**config.mk**
```make
export PLATFORM = sky130hd
export DESIGN_NAME = shift_reg_univ_flat
export DESIGN_NICKNAME = d
export VERILOG_FILES = /design/src/rtl/shift_reg_univ_if.sv /design/src/rtl/shift_reg_univ.sv /design/src/flat_wrapper.sv
export SDC_FILE = /design/constraint.sdc
export NUM_CORES = 1
export LEC_CHECK = 0
export ABC_CLOCK_PERIOD_IN_PS = 1800
export CORE_MARGIN = 4
export CORE_UTILIZATION = 52
export DETAILED_ROUTE_END_ITERATION = 7
export PLACE_DENSITY = 0.84
export SYNTH_ARGS = -nofsm -noshare
export SYNTH_HDL_FRONTEND = slang
export SYNTH_SLANG_ARGS = --single-unit
```
**constraint.sdc**
```tcl
create_clock -name clk -period 1.8 [get_ports clk]
set_clock_uncertainty 0.2 [all_clocks]
set_input_delay 0.36 -clock clk [delete_from_list [all_inputs] [get_ports clk]]
set_output_delay 0.36 -clock clk [all_outputs]
set_load 0.03 [all_outputs]
```
**src/rtl/shift_reg_univ_if.sv**
```systemverilog
// Control/data bundle for the universal shift register.
// The master drives the operation request; the slave returns the stored word and status.
interface shift_reg_univ_if #(
  parameter int WIDTH = 8
);
  localparam int AMT_W = $clog2(WIDTH + 1);

  logic             en;
  logic [2:0]       mode;
  logic [WIDTH-1:0] d;
  logic             sin;
  logic             start;
  logic [AMT_W-1:0] amount;
  logic [WIDTH-1:0] q;
  logic             sout;
  logic             busy;
  logic             done;

  modport master (
    output en, mode, d, sin, start, amount,
    input  q, sout, busy, done
  );

  modport slave (
    input  en, mode, d, sin, start, amount,
    output q, sout, busy, done
  );
endinterface

```
**src/rtl/shift_reg_univ.sv**
```systemverilog
// Universal WIDTH-bit shift register with eight step modes, serial I/O and a
// multi-step engine that repeats one latched mode `amount` times, one step per clock.
module shift_reg_univ #(
  parameter int               WIDTH     = 8,
  parameter logic [WIDTH-1:0] RESET_VAL = '0
) (
  input  logic           clk,
  input  logic           reset,
  shift_reg_univ_if.slave bus
);
  localparam int AMT_W = $clog2(WIDTH + 1);

  localparam logic [2:0] MODE_HOLD  = 3'b000;
  localparam logic [2:0] MODE_LOAD  = 3'b001;
  localparam logic [2:0] MODE_SHL   = 3'b010;
  localparam logic [2:0] MODE_SHR   = 3'b011;
  localparam logic [2:0] MODE_ROL   = 3'b100;
  localparam logic [2:0] MODE_ROR   = 3'b101;
  localparam logic [2:0] MODE_CLEAR = 3'b110;
  localparam logic [2:0] MODE_ASR   = 3'b111;

  typedef enum logic {
    IDLE,
    BUSY
  } state_t;

  state_t           state_q, state_d;
  logic [WIDTH-1:0] q_q, q_d;
  logic             sout_q, sout_d;
  logic             busy_q, busy_d;
  logic             done_q, done_d;
  logic [AMT_W-1:0] cnt_q, cnt_d;
  logic [2:0]       mode_q, mode_d;
  logic [WIDTH-1:0] ld_q, ld_d;
  logic [WIDTH:0]   step_res;

  // One step of the selected mode; result is {sout, q}.
  function automatic logic [WIDTH:0] step_fn(
    input logic [2:0]       m,
    input logic [WIDTH-1:0] cur_q,
    input logic             cur_sout,
    input logic             s_in,
    input logic [WIDTH-1:0] ld
  );
    logic [WIDTH:0] res;
    case (m)
      MODE_HOLD:  res = {cur_sout, cur_q};
      MODE_LOAD:  res = {1'b0, ld};
      MODE_SHL:   res = {cur_q[WIDTH-1], cur_q[WIDTH-2:0], s_in};
      MODE_SHR:   res = {cur_q[0], s_in, cur_q[WIDTH-1:1]};
      MODE_ROL:   res = {cur_q[WIDTH-1], cur_q[WIDTH-2:0], cur_q[WIDTH-1]};
      MODE_ROR:   res = {cur_q[0], cur_q[0], cur_q[WIDTH-1:1]};
      MODE_CLEAR: res = '0;
      MODE_ASR:   res = {cur_q[0], cur_q[WIDTH-1], cur_q[WIDTH-1:1]};
      default:    res = {cur_sout, cur_q};
    endcase
    return res;
  endfunction

  // The load data is captured at start so a multi-step load ignores d while busy.
  always_comb begin
    state_d  = state_q;
    q_d      = q_q;
    sout_d   = sout_q;
    busy_d   = busy_q;
    done_d   = 1'b0;
    cnt_d    = cnt_q;
    mode_d   = mode_q;
    ld_d     = ld_q;
    step_res = '0;
    case (state_q)
      IDLE: begin
        if (bus.start) begin
          if (bus.amount != '0) begin
            mode_d  = bus.mode;
            ld_d    = bus.d;
            cnt_d   = bus.amount;
            busy_d  = 1'b1;
            state_d = BUSY;
          end else begin
            done_d = 1'b1;
          end
        end else if (bus.en) begin
          step_res       = step_fn(bus.mode, q_q, sout_q, bus.sin, bus.d);
          {sout_d, q_d}  = step_res;
        end
      end
      BUSY: begin
        step_res      = step_fn(mode_q, q_q, sout_q, bus.sin, ld_q);
        {sout_d, q_d} = step_res;
        cnt_d         = cnt_q - AMT_W'(1);
        if (cnt_q == AMT_W'(1)) begin
          busy_d  = 1'b0;
          done_d  = 1'b1;
          state_d = IDLE;
        end
      end
      default: state_d = IDLE;
    endcase
  end

  always_ff @(posedge clk or posedge reset) begin
    if (reset) begin
      state_q <= IDLE;
      q_q     <= RESET_VAL;
      sout_q  <= 1'b0;
      busy_q  <= 1'b0;
      done_q  <= 1'b0;
      cnt_q   <= '0;
      mode_q  <= MODE_HOLD;
      ld_q    <= '0;
    end else begin
      state_q <= state_d;
      q_q     <= q_d;
      sout_q  <= sout_d;
      busy_q  <= busy_d;
      done_q  <= done_d;
      cnt_q   <= cnt_d;
      mode_q  <= mode_d;
      ld_q    <= ld_d;
    end
  end

  assign bus.q    = q_q;
  assign bus.sout = sout_q;
  assign bus.busy = busy_q;
  assign bus.done = done_q;

endmodule

```
**src/flat_wrapper.sv**
```systemverilog
// flat-port wrapper written by rule: the top's interface ports become plain ports
module shift_reg_univ_flat 
#(
  parameter int               WIDTH     = 8,
  parameter logic [WIDTH-1:0] RESET_VAL = '0
)
  (clk, reset, bus_en, bus_mode, bus_d, bus_sin, bus_start, bus_amount, bus_q, bus_sout, bus_busy, bus_done);
  shift_reg_univ_if #(.WIDTH(WIDTH)) bus_i ();
  input  logic clk;
  input  logic reset;
  input wire logic [$bits(bus_i.en)-1:0] bus_en;
  input wire logic [$bits(bus_i.mode)-1:0] bus_mode;
  input wire logic [$bits(bus_i.d)-1:0] bus_d;
  input wire logic [$bits(bus_i.sin)-1:0] bus_sin;
  input wire logic [$bits(bus_i.start)-1:0] bus_start;
  input wire logic [$bits(bus_i.amount)-1:0] bus_amount;
  output wire logic [$bits(bus_i.q)-1:0] bus_q;
  output wire logic [$bits(bus_i.sout)-1:0] bus_sout;
  output wire logic [$bits(bus_i.busy)-1:0] bus_busy;
  output wire logic [$bits(bus_i.done)-1:0] bus_done;
  assign bus_i.en = bus_en;
  assign bus_i.mode = bus_mode;
  assign bus_i.d = bus_d;
  assign bus_i.sin = bus_sin;
  assign bus_i.start = bus_start;
  assign bus_i.amount = bus_amount;
  assign bus_q = bus_i.q;
  assign bus_sout = bus_i.sout;
  assign bus_busy = bus_i.busy;
  assign bus_done = bus_i.done;
  shift_reg_univ #(.WIDTH(WIDTH), .RESET_VAL(RESET_VAL)) u_core (.clk(clk), .reset(reset), .bus(bus_i));
endmodule
```
==> summary.md, run 1 <==
| Metric | Value |
|---|---|
| Cell Pwr Density | `between 1500 and 2000 nW/µm²` |
| GR Layer Usage met3 | `between 2 and 3%` |
| Antenna violations before repair | `0` |
| Mean Syn Cell Area | `between 9 and 10 µm²` |
| Via count | `about 1700` |
| Met2 usage | `between 30% and 40%` |
| DR pass1 iterations | `7` |
| Worst Path Required | `around 1.8 ns` |
| Ys flop type | `dfrtp_1` |
| Final hold vios | `0` |
| Clk slew on worst S/H paths | `about 0.16 ns` |
| CTS H-tree lvls | `1` |
| FFs w/ async S/R, synth | `between 90% and 100%` |
| Post-synth EDFFs | `0` |
| DRT antenna net count | `0` |
| Rel. slew slack | `between 70 and 80%` |
| VDD IR max | `1.01 mV` |
| Setup bufs post-CTS | `0` |
| Worst slew pin tran | `0.348 ns` |
| Number of remaining DRC errors | `0` |
| Synth unique cells | `40` |
| Max Root-Sink Buffers | `2` |
| Placed Instance Area | `2280 µm²` |
| Cts bufs inserted | `3` |
| Status | `finished clean` |
| Die ar. | `between 4000 and 5000 µm²` |
| Die width | `65.9 µm` |
| Hpwl dp | `around 3.5 mm` |
| Reg-to-reg setup timing slack | `0.01 ns` |
| Vias/cell | `6.29` |
| Top Usage Layer GRT | `met2` |
| M1 GR Usage | `roughly a third` |
| Area grow syn2layout | `33.2%` |
| Multi-input gate area | `between 900 and 1000 µm²` |
| Initial core utilization | `a little under three fifths` |
| Period utilization | `roughly 100%` |
| Register Area | `678 µm²` |
| RSZ-0062 raised after global routing | `true` |
| Critical Path End Type | `flip-flop` |
| Post-Layout Inst Area | `roughly 2300 µm²` |
| Filler cells | `between 200 and 250` |
| Global-route wire length before repair | `roughly 7.9 mm` |
| Min Tclk post-route | `~1.8 ns` |
| Hold Buf Count CTS | `0` |
| Worst Path Arrival | `1.83 ns` |
| WL per Instance | `17.7 µm` |
| Post-Syn Nets | `around 200` |
| Flops & latches, synth | `27` |
| # setup viols final | `0` |
| Non-filler cells, final | `274` |
| Post-Syn Area | `1740 µm²` |
| # IOs | `31` |
| # diodes | `0` |
| Routability Congestion | `0.932` |
| Synth warnings | `0` |
| Dpl cells | `270` |
| Critical Path Fanout Max | `9` |
| CTS tree | `done` |
| Leakage | `1.05 nW` |
| Clock root buffer | `clkbuf_4` |
| Total grt overflow | `0` |
| Port bufs | `30` |
| Routed wire length | `4.85 mm` |
| Clk sinks | `27` |
| Synth Instances | `177` |
| Largest net degree at the start of global routing | `28` |
| Chip Height | `~66 µm` |
| Std cell rows | `20` |
| Fin util | `between 70% and 80%` |
| NumNets Final | `253` |
| Share of cells above drive strength 1 | `a little over a quarter` |
| Upper clock frequency limit | `between 500 and 600 MHz` |
| Vias in the first global route | `between 1500 and 2000` |
| Worst Hold Class | `primary input to async pin` |
| Core area | `approximately 3100 µm²` |
| Critical path class | `flip-flop to flip-flop` |
| Skew-Pair Late Insertion Delay | `around 0.34 ns` |
| Drt initial violations | `~240` |
| Pins Over Slew Limit | `0` |
| Register area share after synthesis | `38.8%` |
| GRT Total Usage | `roughly a quarter` |
| Type of origin of the critical path | `flip-flop` |
| Max-cap violations | `0` |
state kept, by name (all words and copies together) (netlist names):
signal,cells
u_core.bus.done,1
u_core.ld_q,8
u_core.mode_q,3
u_core.bus.sout,1
u_core.bus.q,8
u_core.bus.busy,1
u_core.state_q,1
u_core.cnt_q,4
cells in the mapped netlist, drive strengths merged, types with 2 or more instances:
library cell / number / area [µm²]
clkbuf: 4 / 15.0
mux2i: 2 / 20.0
dfrtp: 27 / 676
o21ai: 9 / 45.0
a21oi: 16 / 80.1
inv: 8 / 30.0
or2: 2 / 12.5
nand2b: 6 / 37.5
nor3: 3 / 20.0
ha: 2 / 25.0
o22a: 2 / 17.5
xor2: 2 / 17.5
nor2: 19 / 71.3
o221ai: 4 / 41.3
o32a: 6 / 60.1
mux2: 12 / 173
a221oi: 13 / 114
nand2: 12 / 45.0
nand3: 4 / 20.0
buf: 9 / 68.8
per-layer routing:
metal	vias to the layer above	wire length [µm]
li1	779	-
met5	-	0
met3	19	363
met2	102	2340
met4	0	129
met1	824	2010
kinds of logic after synthesis:
family	count (synthesis)	synth area share, %
xor gates and xnor gates	2	1.01
AOI/OAI and AO/OA	62	27.8
and+or+nand+nor	48	13.2
DFF	27	38.8
buffers and inverters	22	6.76
muxes	14	11.1
adders and majority gates	2	1.44
placed cells by master, fill, tap and decap left out, drive strengths merged, types with 2 or more instances in the layout:
cell type      synthesis  routed
a21oi                 16      16
a221oi                13      13
buf                    9      32
clkbuf                 4       4
clkdlybuf4s50          0      15
dfrtp                 27      27
dlygate4sd2            0      10
dlymetal6s2s           0       4
ha                     2       2
inv                    8       9
mux2                  12      12
mux2i                  2       2
nand2                 12      12
nand2b                 6       6
nand3                  4       4
nor2                  19      19
nor3                   3       3
o21ai                  9       9
o221ai                 4       4
o22a                   2       2
o32a                   6       6
or2                    2       2
xor2                   2       2
worst max-delay path, cell delays in order (launching register included):
cell and delay (ns):
dfrtp_1 0.42, buf_4 0.20, a21oi_1 0.06, buf_4 0.17, a221oi_1 0.32, o32a_1 0.24, a21oi_1 0.09
worst paths after layout:
| path | start | end | cells after the start |
|---|---|---|---|
| worst max-delay path | u_core.mode_q[0]$_DFFE_PP0P_ | u_core.bus.q[4]$_DFFE_PP0P_ | 6 |
| worst min-delay path | reset | u_core.cnt_q[3]$_DFFE_PP0P_ | 3 |
| worst max register to register | u_core.mode_q[0]$_DFFE_PP0P_ | u_core.bus.q[4]$_DFFE_PP0P_ | 6 |
| worst min register to register | u_core.bus.busy$_DFFE_PP0P_ | u_core.bus.busy$_DFFE_PP0P_ | 2 |
| max in group asynchronous | reset | u_core.mode_q[1]$_DFFE_PP0P_ | 3 |
| min in group clk | bus_amount[1] | u_core.bus.done$_DFF_PP0_ | 4 |
area by class of cell:
| type | instances | share of cell area [%] |
|---|---|---|
| clock inverters | 1 | 0.378 |
| inverters | 9 | 1.51 |
| multi-input cells | 128 | 41.4 |
| flip-flops and latches | 27 | 29.2 |
| repair buffers | 62 | 24.1 |
| well taps | 44 | 2.37 |
| clock buffers | 3 | 0.971 |
metrics by stage:
stage                     total power [mW]  hold WS [ns]  worst slack, ns  TNS (ns)
final                                 4.34         0.152          0.00988         0
after global routing                  4.64         0.182          -0.0448   -0.0564
after CTS                             4.27         0.163          0.00430         0
after detailed placement              4.04         0.275           -0.355     -7.51
after global placement                3.96         0.263           -0.314     -6.37
after floorplan                       3.03         0.213            0.148         0
timing repair:
item                                    in CTS  in global routing
resized for setup                           12                 10
endpoints found under the setup margin      12                 17
pin swaps                                    0                  1
power by group:
group | switching [mW] | leakage (nW) | internal [mW]
sequential | 0.274 | 0.314 | 0.936
combinational | 1.47 | 0.722 | 1.37
clock | 0.202 | 0.0183 | 0.0911
(Power assumes the default switching activity.)
==> run 2: changes to the inputs <==
- CTS_CLUSTER_SIZE: unset -> 14
==> results of run 2 <==
Final layout, timing and power as in run 1 (identical DEF).
==> run 3: changes to the inputs <==
- ABC_AREA: unset -> 1
- CORE_UTILIZATION: 52 -> 53
- PLACE_DENSITY: 0.84 -> unset
- PLACE_DENSITY_LB_ADDON: unset -> 0.12
==> summary.md, run 3 <==
| Metric | Value |
|---|---|
| Routability Congestion | `~0.94` |
| Critical path class | `flip-flop to output port` |
| Worst Hold Class | `primary input to async pin` |
| Routed wire length | `4.88 mm` |
| Critical Path Fanout Max | `2` |
| Post-Synth XOR/XNOR Area | `less than 1%` |
| Final hold vios | `0` |
| # setup viols final | `0` |
| NumNets Final | `between 300 and 400` |
| Synth area leaders | `dfrtp_1 (37%), nand2_1 (27%), inv_1 (6.0%)` |
| Vias in the first global route | `around 1900` |
| RSZ-0062 raised after global routing | `false` |
| Max Root-Sink Buffers | `2` |
| Hpwl dp | `3.73 mm` |
| # IOs | `31` |
| Area grow syn2layout | `29.9%` |
| Mean Syn Cell Area | `about 6.3 µm²` |
| Min Tclk post-route | `~1.7 ns` |
| Post-synthesis mux area share | `0%` |
| Critical-path cell list | `dlygate4sd2_1` |
| Crit path largest cell delay | `~0.4 ns` |
| Rel. slew slack | `approximately three quarters` |
| Adder-cell area share of the yosys netlist | `~1.4%` |
| Simple-gate share of the synthesized area | `between 40% and 50%` |
| # diodes | `0` |
| Initial core utilization | `a little over half` |
| Share of cells above drive strength 1 | `13.0%` |
| Clock root buffer | `clkbuf_4` |
| Post-Syn Nets | `about 310` |
| Synth top area share | `a little under two fifths` |
| Die ar. | `between 4000 and 5000 µm²` |
| Antenna violations before repair | `0` |
| TNS Setup | `0 ns` |
| Leading cell type in the layout, fill and taps excluded | `nand2_1` |
| Dpl cells | `388` |
| Clk slew on worst S/H paths | `~0.16 ns` |
| Slowest cell on crit path | `dfrtp_1` |
| Compound-Gate Fraction of Synth Area | `10.4%` |
| Highest-count cells in the layout ignoring fill and taps | `nand2_1 (134), buf_4 (32), inv_1 (29), dfrtp_1 (27), nor2_1 (26)` |
| Period utilization | `~94%` |
| Std cell rows | `21` |
| Port bufs | `30` |
| Die width | `roughly 67 µm` |
| Worst Path Arrival | `between 1 and 1.5 ns` |
| Type of origin of the critical path | `flip-flop` |
| Leakage | `approximately 1.3 nW` |
| Cell Pwr Density | `between 1500 and 2000 nW/µm²` |
| Upper clock frequency limit | `around 600 MHz` |
| Core area | `roughly 3300 µm²` |
| Drt initial violations | `around 210` |
| Critical Path End Type | `output port` |
| Chip Height | `~67 µm` |
| Top cells by count, synth | `nand2_1 (134), inv_1 (29), dfrtp_1 (27)` |
| Synth warnings | `0` |
| WP buf/inv | `1` |
| Synth area leader | `dfrtp_1` |
| Vias/cell | `~5.3` |
| Largest net degree at the start of global routing | `28` |
| Non-filler cells, final | `392` |
| Status | `finished clean` |
| Hold Buf Count CTS | `0` |
| Total grt overflow | `0` |
| RR Endpoint | `u_core.bus.q[7]$_DFFE_PP0P_` |
| GRT Total Usage | `approximately a quarter` |
| VDD IR max | `0.987 mV` |
| Via count | `around 2100` |
| Worst Path Required | `1.24 ns` |
| Ys flop type | `dfrtp_1` |
| Synth unique cells | `25` |
| Flops & latches, synth | `27` |
| Post-Syn Area | `between 1500 and 2000 µm²` |
| Skew-Pair Late Insertion Delay | `0.34 ns` |
| Worst slew pin tran | `0.353 ns` |
| FFs w/ async S/R, synth | `100%` |
| Top delay family on crit path | `flip-flops` |
| Reg2reg path depth | `10` |
| WL per Instance | `12.5 µm` |
| CTS H-tree lvls | `1` |
| Post-synth EDFFs | `0` |
| R2r startpoint | `u_core.mode_q[1]$_DFFE_PP0P_` |
| Register area share after synthesis | `a little under two fifths` |
| Clk sinks | `27` |
| Global-route wire length before repair | `8.34 mm` |
| Most frequent cell after synthesis | `nand2_1` |
| CTS tree | `done` |
| Pins Over Slew Limit | `0` |
| Number of remaining DRC errors | `0` |
| DR pass1 iterations | `5` |
| Reg-to-reg setup timing slack | `between 0.15 and 0.2 ns` |
| Synth Instances | `just under 300` |
| Cts bufs inserted | `3` |
| Main combinational cell family by area after synthesis | `simple AND/OR/NAND/NOR gates` |
| DRT antenna net count | `0` |
| Max-cap violations | `0` |
| Filler cells | `314` |
## run 3: power by group
| part | total (mW) | switching [mW] | internal (mW) |
|---|---|---|---|
| sequential | 1.10 | 0.191 | 0.910 |
| combinational | 2.63 | 1.63 | 1.00 |
| clock | 0.278 | 0.192 | 0.0853 |
| total | 4.01 | 2.01 | 2.00 |
## run 3: area by class of cell
type / count / area, µm² / area share, %
Tap cell: 46 / 57.6 / 2.42
Sequential cell: 27 / 676 / 28.4
Clock inverter: 1 / 7.51 / 0.316
Timing Repair Buffer: 62 / 527 / 22.2
Multi-Input combinational cell: 222 / 970 / 40.8
Inverter: 31 / 116 / 4.90
Clock buffer: 3 / 22.5 / 0.948
## run 3: per-stage QoR
stage / area [µm²] / total power, mW / setup slack, ns / util, % / hold slack, ns
CTS: 2380 / 4.02 / 0.0922 / 71.2 / 0.170
finish: 2380 / 4.01 / 0.108 / 71.2 / 0.156
global route: 2380 / 4.44 / 0.00803 / 71.2 / 0.190
global placement: 2360 / 3.75 / -0.117 / 70.7 / 0.266
detailed placement: 2360 / 3.81 / -0.143 / 70.7 / 0.278
floorplan: 1830 / 2.94 / 0.225 / - / 0.213
## run 3: cells by family (layout without fill, tap and decap cells)
logic type	Yosys count	in the layout
compound gates	33	33
xor+xnor	1	1
fa+ha+maj	2	2
buf+inv	40	97
flops	27	27
simple gates	186	186
## run 3: per-layer routing
layer / track usage (%) / vias up / wire [µm]
met5: 0 / - / 0
met4: 14.5 / 0 / 231
met3: 3.04 / 23 / 317
met2: 37.7 / 98 / 2210
met1: 32.8 / 927 / 2120
li1: - / 1012 / -
## run 3: how the worst max path moves through the flow
stage                                  from  cells after the start  slack, ns                          end
6_report        u_core.bus.sout$_DFFE_PP0P_                      1       0.11                     bus_sout
5_1_grt        u_core.mode_q[1]$_DFFE_PP0P_                     10      0.008  u_core.bus.sout$_DFFE_PP0P_
4_1_cts         u_core.bus.sout$_DFFE_PP0P_                      1       0.09                     bus_sout
3_5_place_dp                    bus_mode[1]                     10      -0.14  u_core.bus.q[4]$_DFFE_PP0P_
3_3_place_gp                    bus_mode[1]                     10      -0.12  u_core.bus.q[4]$_DFFE_PP0P_
2_1_floorplan  u_core.mode_q[1]$_DFFE_PP0P_                     10       0.23  u_core.bus.q[0]$_DFFE_PP0P_
## run 3: worst reg2reg max path, delay by kind of cell, from the launching register on
kind	cells	cell delay (ns)
buf+inv	1	0.16
flops	1	0.40
simple gates	9	0.79
## run 3: repair_timing
action	CTS	global route
gates resized for setup	11	0
setup buffers	0	0
setup endpoints to repair	11	0
